<file path="src/rtl/adder_pipe_nbit.sv">
// adder_pipe_nbit
//   Pipelined N-bit adder/subtractor with valid/ready stream handshake.
//   The carry chain is cut into NUM_STAGES registered segments of
//   SEG = BIT_WIDTH/NUM_STAGES bits. Stage k adds segment k using the carry
//   registered by stage k-1; operands and finished low sum bits ride along.
//   The whole pipe advances together (adv), so a stalled output freezes
//   every stage and bubbles are not compressed.
//
//   Optional feature macro: ADDER_SAT_EN
//     defined   -> on signed overflow, sum saturates to 0x7F..F / 0x80..0
//     undefined -> sum wraps modulo 2^BIT_WIDTH
//
// Parameters
//   BIT_WIDTH   operand/result width (multiple of NUM_STAGES)
//   NUM_STAGES  pipeline segments, 1..BIT_WIDTH
// Ports
//   clk        in   rising-edge clock
//   n_rst      in   asynchronous active-low reset
//   a, b       in   operands
//   carry_in   in   carry into bit 0 (add mode only)
//   sub        in   1: a-b (a + ~b + 1), carry_in ignored
//   in_valid   in   operand beat valid
//   in_ready   out  operand beat accepted this cycle
//   sum        out  result
//   carry_out  out  carry out of MSB (sub: 1 = no borrow)
//   overflow   out  signed overflow
//   out_valid  out  result beat valid
//   out_ready  in   consumer accepts result beat
module adder_pipe_nbit #(
   parameter int BIT_WIDTH  = 16,
   parameter int NUM_STAGES = 4
) (
   input  logic                 clk,
   input  logic                 n_rst,
   input  logic [BIT_WIDTH-1:0] a,
   input  logic [BIT_WIDTH-1:0] b,
   input  logic                 carry_in,
   input  logic                 sub,
   input  logic                 in_valid,
   output logic                 in_ready,
   output logic [BIT_WIDTH-1:0] sum,
   output logic                 carry_out,
   output logic                 overflow,
   output logic                 out_valid,
   input  logic                 out_ready
);

   localparam int SEG  = BIT_WIDTH / NUM_STAGES;
   localparam int LAST = NUM_STAGES - 1;

   logic                  adv;

   // Stage registers
   logic [BIT_WIDTH-1:0]  a_q [NUM_STAGES];
   logic [BIT_WIDTH-1:0]  b_q [NUM_STAGES];
   logic [BIT_WIDTH-1:0]  s_q [NUM_STAGES];
   logic [NUM_STAGES-1:0] c_q;
   logic [NUM_STAGES-1:0] v_q;

   // Stage inputs (port side for stage 0, previous register otherwise)
   logic [BIT_WIDTH-1:0]  in_a [NUM_STAGES];
   logic [BIT_WIDTH-1:0]  in_b [NUM_STAGES];
   logic [BIT_WIDTH-1:0]  in_s [NUM_STAGES];
   logic [NUM_STAGES-1:0] in_c;
   logic [NUM_STAGES-1:0] in_v;

   // Next-state values
   logic [BIT_WIDTH-1:0]  a_d [NUM_STAGES];
   logic [BIT_WIDTH-1:0]  b_d [NUM_STAGES];
   logic [BIT_WIDTH-1:0]  s_d [NUM_STAGES];
   logic [NUM_STAGES-1:0] c_d;
   logic [NUM_STAGES-1:0] v_d;
   logic [SEG:0]          seg_sum;

   logic                  msb_cin;

   assign adv      = ~v_q[LAST] | out_ready;
   assign in_ready = adv;

   always_comb begin
      in_a = '{default: '0};
      in_b = '{default: '0};
      in_s = '{default: '0};
      in_c = '0;
      in_v = '0;
      // Subtract is folded in here: invert b and force the stage-0 carry.
      in_a[0] = a;
      in_b[0] = sub ? ~b : b;
      in_c[0] = sub ? 1'b1 : carry_in;
      in_v[0] = in_valid;
      for (int unsigned k = 1; k < NUM_STAGES; k++) begin
         in_a[k] = a_q[k-1];
         in_b[k] = b_q[k-1];
         in_s[k] = s_q[k-1];
         in_c[k] = c_q[k-1];
         in_v[k] = v_q[k-1];
      end
   end

   always_comb begin
      a_d     = '{default: '0};
      b_d     = '{default: '0};
      s_d     = '{default: '0};
      c_d     = '0;
      v_d     = '0;
      seg_sum = '0;
      for (int unsigned k = 0; k < NUM_STAGES; k++) begin
         seg_sum = {1'b0, in_a[k][k*SEG +: SEG]}
                 + {1'b0, in_b[k][k*SEG +: SEG]}
                 + {{SEG{1'b0}}, in_c[k]};
         a_d[k]                = in_a[k];
         b_d[k]                = in_b[k];
         s_d[k]                = in_s[k];
         s_d[k][k*SEG +: SEG]  = seg_sum[SEG-1:0];
         c_d[k]                = seg_sum[SEG];
         v_d[k]                = in_v[k];
      end
   end

   always_ff @(posedge clk or negedge n_rst) begin
      if (!n_rst) begin
         for (int unsigned k = 0; k < NUM_STAGES; k++) begin
            a_q[k] <= '0;
            b_q[k] <= '0;
            s_q[k] <= '0;
         end
         c_q <= '0;
         v_q <= '0;
      end else if (adv) begin
         for (int unsigned k = 0; k < NUM_STAGES; k++) begin
            a_q[k] <= a_d[k];
            b_q[k] <= b_d[k];
            s_q[k] <= s_d[k];
         end
         c_q <= c_d;
         v_q <= v_d;
      end
   end

   // Carry into the MSB is recovered from the MSB sum bit and its operands,
   // so no extra carry needs to be pipelined.
   assign msb_cin   = a_q[LAST][BIT_WIDTH-1] ^ b_q[LAST][BIT_WIDTH-1] ^ s_q[LAST][BIT_WIDTH-1];
   assign overflow  = msb_cin ^ c_q[LAST];
   assign carry_out = c_q[LAST];
   assign out_valid = v_q[LAST];

`ifdef ADDER_SAT_EN
   // On overflow both (post-inversion) operands share a sign; a's MSB picks the rail.
   assign sum = overflow ? {a_q[LAST][BIT_WIDTH-1], {(BIT_WIDTH-1){~a_q[LAST][BIT_WIDTH-1]}}}
                         : s_q[LAST];
`else
   assign sum = s_q[LAST];
`endif

endmodule

</file>
<file path="config.mk">
export PLATFORM = sky130hd
export DESIGN_NAME = adder_pipe_nbit
export DESIGN_NICKNAME = d
export VERILOG_FILES = /design/src/rtl/adder_pipe_nbit.sv
export SDC_FILE = /design/constraint.sdc
export NUM_CORES = 1
export LEC_CHECK = 0
export CAP_MARGIN = 10
export CORE_AREA = 2 2 124 96
export CTS_BUF_LIST = sky130_fd_sc_hd__clkbuf_16
export CTS_CLUSTER_DIAMETER = 80
export DETAILED_ROUTE_END_ITERATION = 8
export DIE_AREA = 0 0 126 98
export GPL_TIMING_DRIVEN = 0
export PLACE_DENSITY = 0.66
export SLEW_MARGIN = 25
export SYNTH_ARGS = -nofsm -noshare
export SYNTH_HDL_FRONTEND = slang
export SYNTH_SLANG_ARGS = --single-unit
</file>
<file path="constraint.sdc">
create_clock -name clk -period 4.55 [get_ports clk]
set_clock_uncertainty 0.2 [all_clocks]
set_input_delay 0.6825 -clock clk [delete_from_list [all_inputs] [get_ports clk]]
set_output_delay 0.6825 -clock clk [all_outputs]
set_load 0.01 [all_outputs]
</file>
==> run summary, run 1 <==
Row count - 34
Relative slew slack - 0.622
Total CTS buffers - 9
Antenna Cells - 0
Crit path DAT - 2.16 ns
Worst-path fanout max - 10
Clock transition at path regs - 0.06 ns
Clock buffer depth - 2
Main combinational cell family by area after synthesis - simple AND/OR/NAND/NOR gates
Tcrit/Tclk final - 0.669
Number of port buffers - 56
Post-synthesis xor/xnor area fraction - 0.0520
Vias in the first global route - 3231
Final hold vios - 0
Initial antenna violation count - 0
P_leak - 2.71 nW
Post-CTS sizing - 0
Sequential share of the synthesized area - 0.560
H-tree depth - 3
DRC Markers - 0
Utilization after layout - 0.489
Die area - 12300 µm²
Required @ worst endpoint - 3.67 ns
Final Setup Violations - 0
Hold_buf cts - 0
Internal cell power - 0.00246 W
Root buffer cell - clkbuf_16
Die Y - 98 µm
Area leader, netlist - dfrtp_1
Post-Syn Instances - 458
Post-synthesis register bit count - 98
Comb pwr share - 0.371
Initial Utilization - 0.390
Synth Area in Adders - 0.0708
Final nets - 584
Total of max-cap violations - 0
Synth-to-layout area growth - 25.4%
Synthesized area per cell - 9.57 µm²
Post-Synth Simple-Gate Area - 0.210
Share of cells above drive strength 1 - 0.0810
# IOs - 58
Post-detail-place hpwl - 6530 µm
Core area - 11200 µm²
Worst-Margin Slew - 0.566 ns
Placed cell count - 659
WL final - 9290 µm
Critical path origin - out_ready
Post-synthesis mux area share - 0
TritonCTS clock tree - built
Clock power frac - 0.232
Non-filler cells, final - 675
Fmax - 329 MHz
Period minus WS final - 3.04 ns
Gpl congestion - 0.782
WL/cell - 13.8 µm
Largest net degree at the start of global routing - 62
Worst min path class - in -> async
Cell Area, Synth - 4380 µm²
Largest cells by area after synthesis - dfrtp_1 (56%), nand2_1 (19%), fa_1 (3.7%)
Grt ovf - 0
Status - finished, final reports clean
Syn Nets - 516
Peak supply drop - 0.247 mV
Num Clock Sinks - 98
Synthesis Warnings - 0
Die X - 126 µm
Final slew viol count - 0
Crit path launch type - input pin
Seq pwr share - 0.397
Total track usage - 0.163
Latest clock arrival within the worst-skew pair - 0.34 ns
Vias per Instance - 4.70
CP endpoint kind - primary output
Switching Share - 0.343
Vias - 3170
Post-DRT Antenna Nets - 0
Switching power - 0.00128 W
Synth top area share - 0.560
First-pass GRT wire length - 15800 µm
Distinct cells, synth - 24
Detailed Routing Iterations Pass 1 - 4
Setup Fix Bufs, Post-CTS - 0
RSZ-0062 raised after global routing - false
Crit Path Class - in -> out
Synth Area in Compound Gates - 0.0577
RR Startpoint - c_q[2]
Pwr Density - 681 nW/µm²
DRT iter0 DRCs - 184
==> logic make-up (layout without fill, tap and decap cells) <==
group,Yosys count,after routing
flip-flops,98,98
AO/OA/AOI/OAI,45,45
XOR/XNOR,26,26
adder cells (fa/ha/maj),20,20
AND/OR/NAND/NOR,237,237
buffers and inverters,32,105
==> cell usage in the layout, fill, tap and decap left out, drive strengths merged <==
cell           count
o21ai             23
inv                9
nor3               1
xnor2             14
o21a               2
clkinvlp           2
buf               23
nand2            220
a21o               5
clkinv             2
nand2b             1
o31ai              1
fa                 8
clkbuf            11
dfrtp             98
clkdlybuf4s50     55
bufinv             3
ha                12
or2                1
nor2b              4
nor2              10
a21oi             13
xor2              12
a211oi             1
==> synth_stat cells <==
| master | instances |
|---|---|
| buf_6 | 7 |
| ha_1 | 12 |
| nand2b_1 | 1 |
| o21a_1 | 2 |
| nor2_1 | 10 |
| nor3_1 | 1 |
| buf_2 | 3 |
| o21ai_0 | 23 |
| dfrtp_1 | 98 |
| inv_1 | 8 |
| nand2_1 | 220 |
| nor2b_1 | 2 |
| buf_4 | 11 |
| or2_2 | 1 |
| xor2_1 | 12 |
| a21oi_1 | 13 |
| o31ai_2 | 1 |
| clkbuf_1 | 2 |
| a21o_1 | 5 |
| inv_2 | 1 |
| nor2b_4 | 2 |
| fa_1 | 8 |
| a211oi_1 | 1 |
| xnor2_1 | 14 |
==> stage by stage <==
step | TNS, ns | area (µm²) | hold slack, ns | setup slack, ns | power, W
2_1_floorplan | 0 | 4380 | 0.187 | 1.70 | 0.00236
3_3_place_gp | -94.40 | 5120 | 0.245 | -0.967 | 0.00283
3_5_place_dp | 0 | 5150 | 0.252 | 1.49 | 0.00290
4_1_cts | 0 | 5490 | 0.0470 | 1.50 | 0.00377
5_1_grt | 0 | 5490 | 0.0541 | 1.45 | 0.00403
6_report | 0 | 5490 | 0.0341 | 1.51 | 0.00374
==> worst paths after layout <==
path | to | slack, ns | cells past startpoint
min in group clk | sum[10] | 0.26 | 2
worst min-delay path | sum[12] | 0.03 | 1
worst max register to register | c_q[3] | 2.51 | 5
worst min register to register | sum[10] | 0.26 | 2
max in group asynchronous | in_s[32] | 3.51 | 2
worst max-delay path | in_ready | 1.51 | 5
==> per-layer routing <==
metal / global-route usage / routed length (µm) / vias up
met3: 0.0296 / 421 / 14
met1: 0.226 / 4410 / 1538
met2: 0.253 / 4260 / 60
li1: - / - / 1558
met5: 0 / 0 / -
met4: 0.0735 / 197 / 0
==> power groups by stage <==
stage,Combinational (W),Clock [W],Sequential (W)
after floorplan,0.000877,0,0.00148
after global placement,0.00135,0,0.00149
after detailed placement,0.00139,0,0.00150
after CTS,0.00141,0.000873,0.00149
after global routing,0.00158,0.000916,0.00154
final,0.00139,0.000867,0.00149
==> registers in the layout, indices dropped and copies added (netlist names) <==
signal,count
a_d,24
a_q,1
b_d,24
b_q,1
c_q,4
in_s,24
sum,16
v_q,4
==> layout make-up <==
| class | count | area [µm²] |
|---|---|---|
| tap | 144 | 180 |
| clock inverter | 7 | 118 |
| buffer | 23 | 184 |
| sequential | 98 | 2450 |
| fill | 1045 | 5740 |
| timing repair buffer | 57 | 589 |
| multi-input combinational | 328 | 1710 |
| inverter | 9 | 33.8 |
| clock buffer | 9 | 225 |
==> critical path: stages <==
cell and delay [ns]:
clkdlybuf4s50_1 0.50, nor2b_4 0.06, inv_2 0.06, buf_2 0.25
clkdlybuf4s50_1 0.59
Note: power is estimated with default switching activity, not from simulation.
==> run 2, diff against run 1 <==
--- a/config.mk
+++ b/config.mk
@@ -12,7 +12,7 @@
 export DETAILED_ROUTE_END_ITERATION = 8
 export DIE_AREA = 0 0 126 98
 export GPL_TIMING_DRIVEN = 0
-export PLACE_DENSITY = 0.66
+export PLACE_DENSITY = 0.69
 export SLEW_MARGIN = 25
 export SYNTH_ARGS = -nofsm -noshare
 export SYNTH_HDL_FRONTEND = slang
==> constraint.sdc (replaced) <==
create_clock -name clk -period 2.59 [get_ports clk]
set_clock_uncertainty 0.2 [all_clocks]
set_input_delay 0.3885 -clock clk [delete_from_list [all_inputs] [get_ports clk]]
set_output_delay 0.3885 -clock clk [all_outputs]
set_load 0.01 [all_outputs]
==> run 2 against run 1 <==
- hold slack improved by 0.21 ns
- die area did not move
- total power rose by 70%
- final cell count rose by 0.15%
- sequential cell count did not move
- clock power rose by 55%
- worst setup slack got worse by 1.4 ns
- wire length fell by 2.7%
- via count fell by 1.9%
- critical path type unchanged
- largest cell class unchanged
==> run summary, run 2 (same netlist as run 1, synthesis figures left out) <==
Worst-path fanout max - 10 (unchanged)
Final hold vios - 0 (unchanged)
Post-detail-place hpwl - 6430 µm (-1.5%)
Gpl congestion - 0.793 (+1.4%)
Total CTS buffers - 9 (unchanged)
WL final - 9030 µm (-2.7%)
Worst min path class - in -> reg
Crit path launch type - input pin
Commonest non-fill, non-tap cell in the layout - nand2_1
Relative slew slack - 0.644 (+0.0218)
Post-DRT Antenna Nets - 0 (unchanged)
Cell family with most CP delay - buffers and inverters
Die X - 126 µm (unchanged)
Vias per Instance - 4.60 (-2.0%)
Pwr Density - 1170 nW/µm² (+71%)
Die Y - 98 µm (unchanged)
CP cell instances - clkdlybuf4s50_1 -> nor2b_4 -> inv_2 -> buf_2 -> clkdlybuf4s50_1
Area post-placement - 5150 µm² (unchanged)
Grt ovf - 0 (unchanged)
Share of cells above drive strength 1 - 0.0808 (-0.000152)
Initial antenna violation count - 0 (unchanged)
Final nets - 585 (+0.17%)
Detailed Routing Iterations Pass 1 - 4 (unchanged)
CP dominant cell by count - clkdlybuf4s50_1
Peak supply drop - 0.382 mV (+55%)
CP max-delay cell - clkdlybuf4s50_1
Crit path DAT - 1.88 ns (-0.28 ns)
Worst R2R Path Depth - 5 (unchanged)
Most frequent cells in the layout - nand2_1 (220), dfrtp_1 (98), clkdlybuf4s50_1 (55), o21ai_0 (23), xnor2_1 (14)
Buffers & Inverters on Critical Path - 4 (unchanged)
Required @ worst endpoint - 2.00 ns (-1.67 ns)
RSZ-0062 raised after global routing - false
Crit-path max cell delay - 0.59 ns (about the same)
Core area - 11200 µm² (unchanged)
Met1 usage - 0.223 (-0.00254)
Grt met3 use - 0.0351 (+0.00548)
Utilization after layout - 0.486 (-0.00278)
Total of max-cap violations - 0 (unchanged)
Number of port buffers - 56 (unchanged)
Crit Path Class - in -> out
CP endpoint kind - primary output
Worst-Margin Slew - 0.534 ns (-0.0327 ns)
Total track usage - 0.160 (-0.00299)
Latest clock arrival within the worst-skew pair - 0.34 ns (about the same)
DRT iter0 DRCs - 200 (+8.7%)
Setup tns final - 0 ns (unchanged)
Post-route cell area - 5460 µm² (-0.57%)
Clock transition at path regs - 0.07 ns (about the same)
Die area - 12300 µm² (unchanged)
Fmax - 405 MHz
P_leak - 2.70 nW (-0.41%)
Largest net degree at the start of global routing - 55 (-11%)
H-tree depth - 3 (unchanged)
Num Clock Sinks - 98 (unchanged)
WHS Path Cells - 3
Fill cell count - 1054 (+0.86%)
Final Setup Violations - 0 (unchanged)
Tcrit/Tclk final - 0.953
Final slew viol count - 0 (unchanged)
Row count - 34 (unchanged)
DRC Markers - 0 (unchanged)
Non-filler cells, final - 676 (+0.15%)
Vias in the first global route - 3230 (-0.031%)
TritonCTS clock tree - built
Root buffer cell - clkbuf_16
Placed cell count - 659 (unchanged)
Status - finished, final reports clean
Initial Utilization - 0.390 (unchanged)
Antenna Cells - 0 (unchanged)
CP Depth - 5 (unchanged)
Design Power - 0.00637 W (+70%)
Clock buffer depth - 2 (unchanged)
First-pass GRT wire length - 15800 µm (unchanged)
Synth-to-layout area growth - 24.7%
Most Used Layer, Global Route - met2
WL/cell - 13.4 µm (-2.9%)
# IOs - 58 (unchanged)
Setup Fix Bufs, Post-CTS - 0 (unchanged)
Met2 Use GR - 0.251 (-0.00165)
Vias - 3110 (-1.9%)
Period minus WS final - 2.47 ns
-- run 2: final timing paths --
path / from / end / slack (ns)
worst max-delay path: out_ready / in_ready / 0.12
worst min-delay path: sub / b_d[42] / 0.25
worst max register to register: c_q[2] / c_q[3] / 0.55
worst min register to register: b_d[29] / b_d[29] / 0.27
max in group asynchronous: n_rst / b_d[40] / 1.27
min in group asynchronous: n_rst / a_d[36] / 0.33
-- run 2: worst reg2reg max path, stage by stage, from the launching register on --
cell,delay [ns]
dfrtp_1,0.41
fa_1,0.48
fa_1,0.44
a21o_1,0.18
a21oi_1,0.13
a21oi_1,0.08
-- run 2: stage by stage --
stage	hold slack [ns]	worst slack, ns
floorplan	-0.107	0.0353
global placement	0.244	-2.57
detailed placement	0.142	-0.145
CTS	0.245	0.122
global route	0.259	0.0674
finish	0.247	0.122
-- run 2: layout make-up --
| type | count | area (µm²) | area share |
|---|---|---|---|
| Clock inverter | 7 | 76.3 | 0.0140 |
| Sequential cell | 98 | 2450 | 0.449 |
| Inverter | 9 | 33.8 | 0.00618 |
| Clock buffer | 9 | 225 | 0.0412 |
| Buffer | 23 | 184 | 0.0337 |
| Timing Repair Buffer | 58 | 599 | 0.110 |
| Multi-Input combinational cell | 328 | 1710 | 0.313 |
| Tap cell | 144 | 180 | 0.0330 |
-- run 2: routing by layer --
metal,routed length [µm],share of wire
met5,0,0
met4,153,0.017
met3,480,0.053
met2,4200,0.47
met1,4190,0.46
-- run 2: what timing repair did --
item,4_1_cts,5_1_grt
resized for setup,0,0
hold endpoints to repair,44,0
hold buffers,1,0
setup endpoints to repair,0,0
-- run 2: power breakdown --
group	leakage [nW]	switching [W]	internal (W)
registers	1.18	0.000385	0.00222
logic	1.37	0.00126	0.00116
clock network	0.144	0.000589	0.000756
total	2.70	0.00223	0.00413
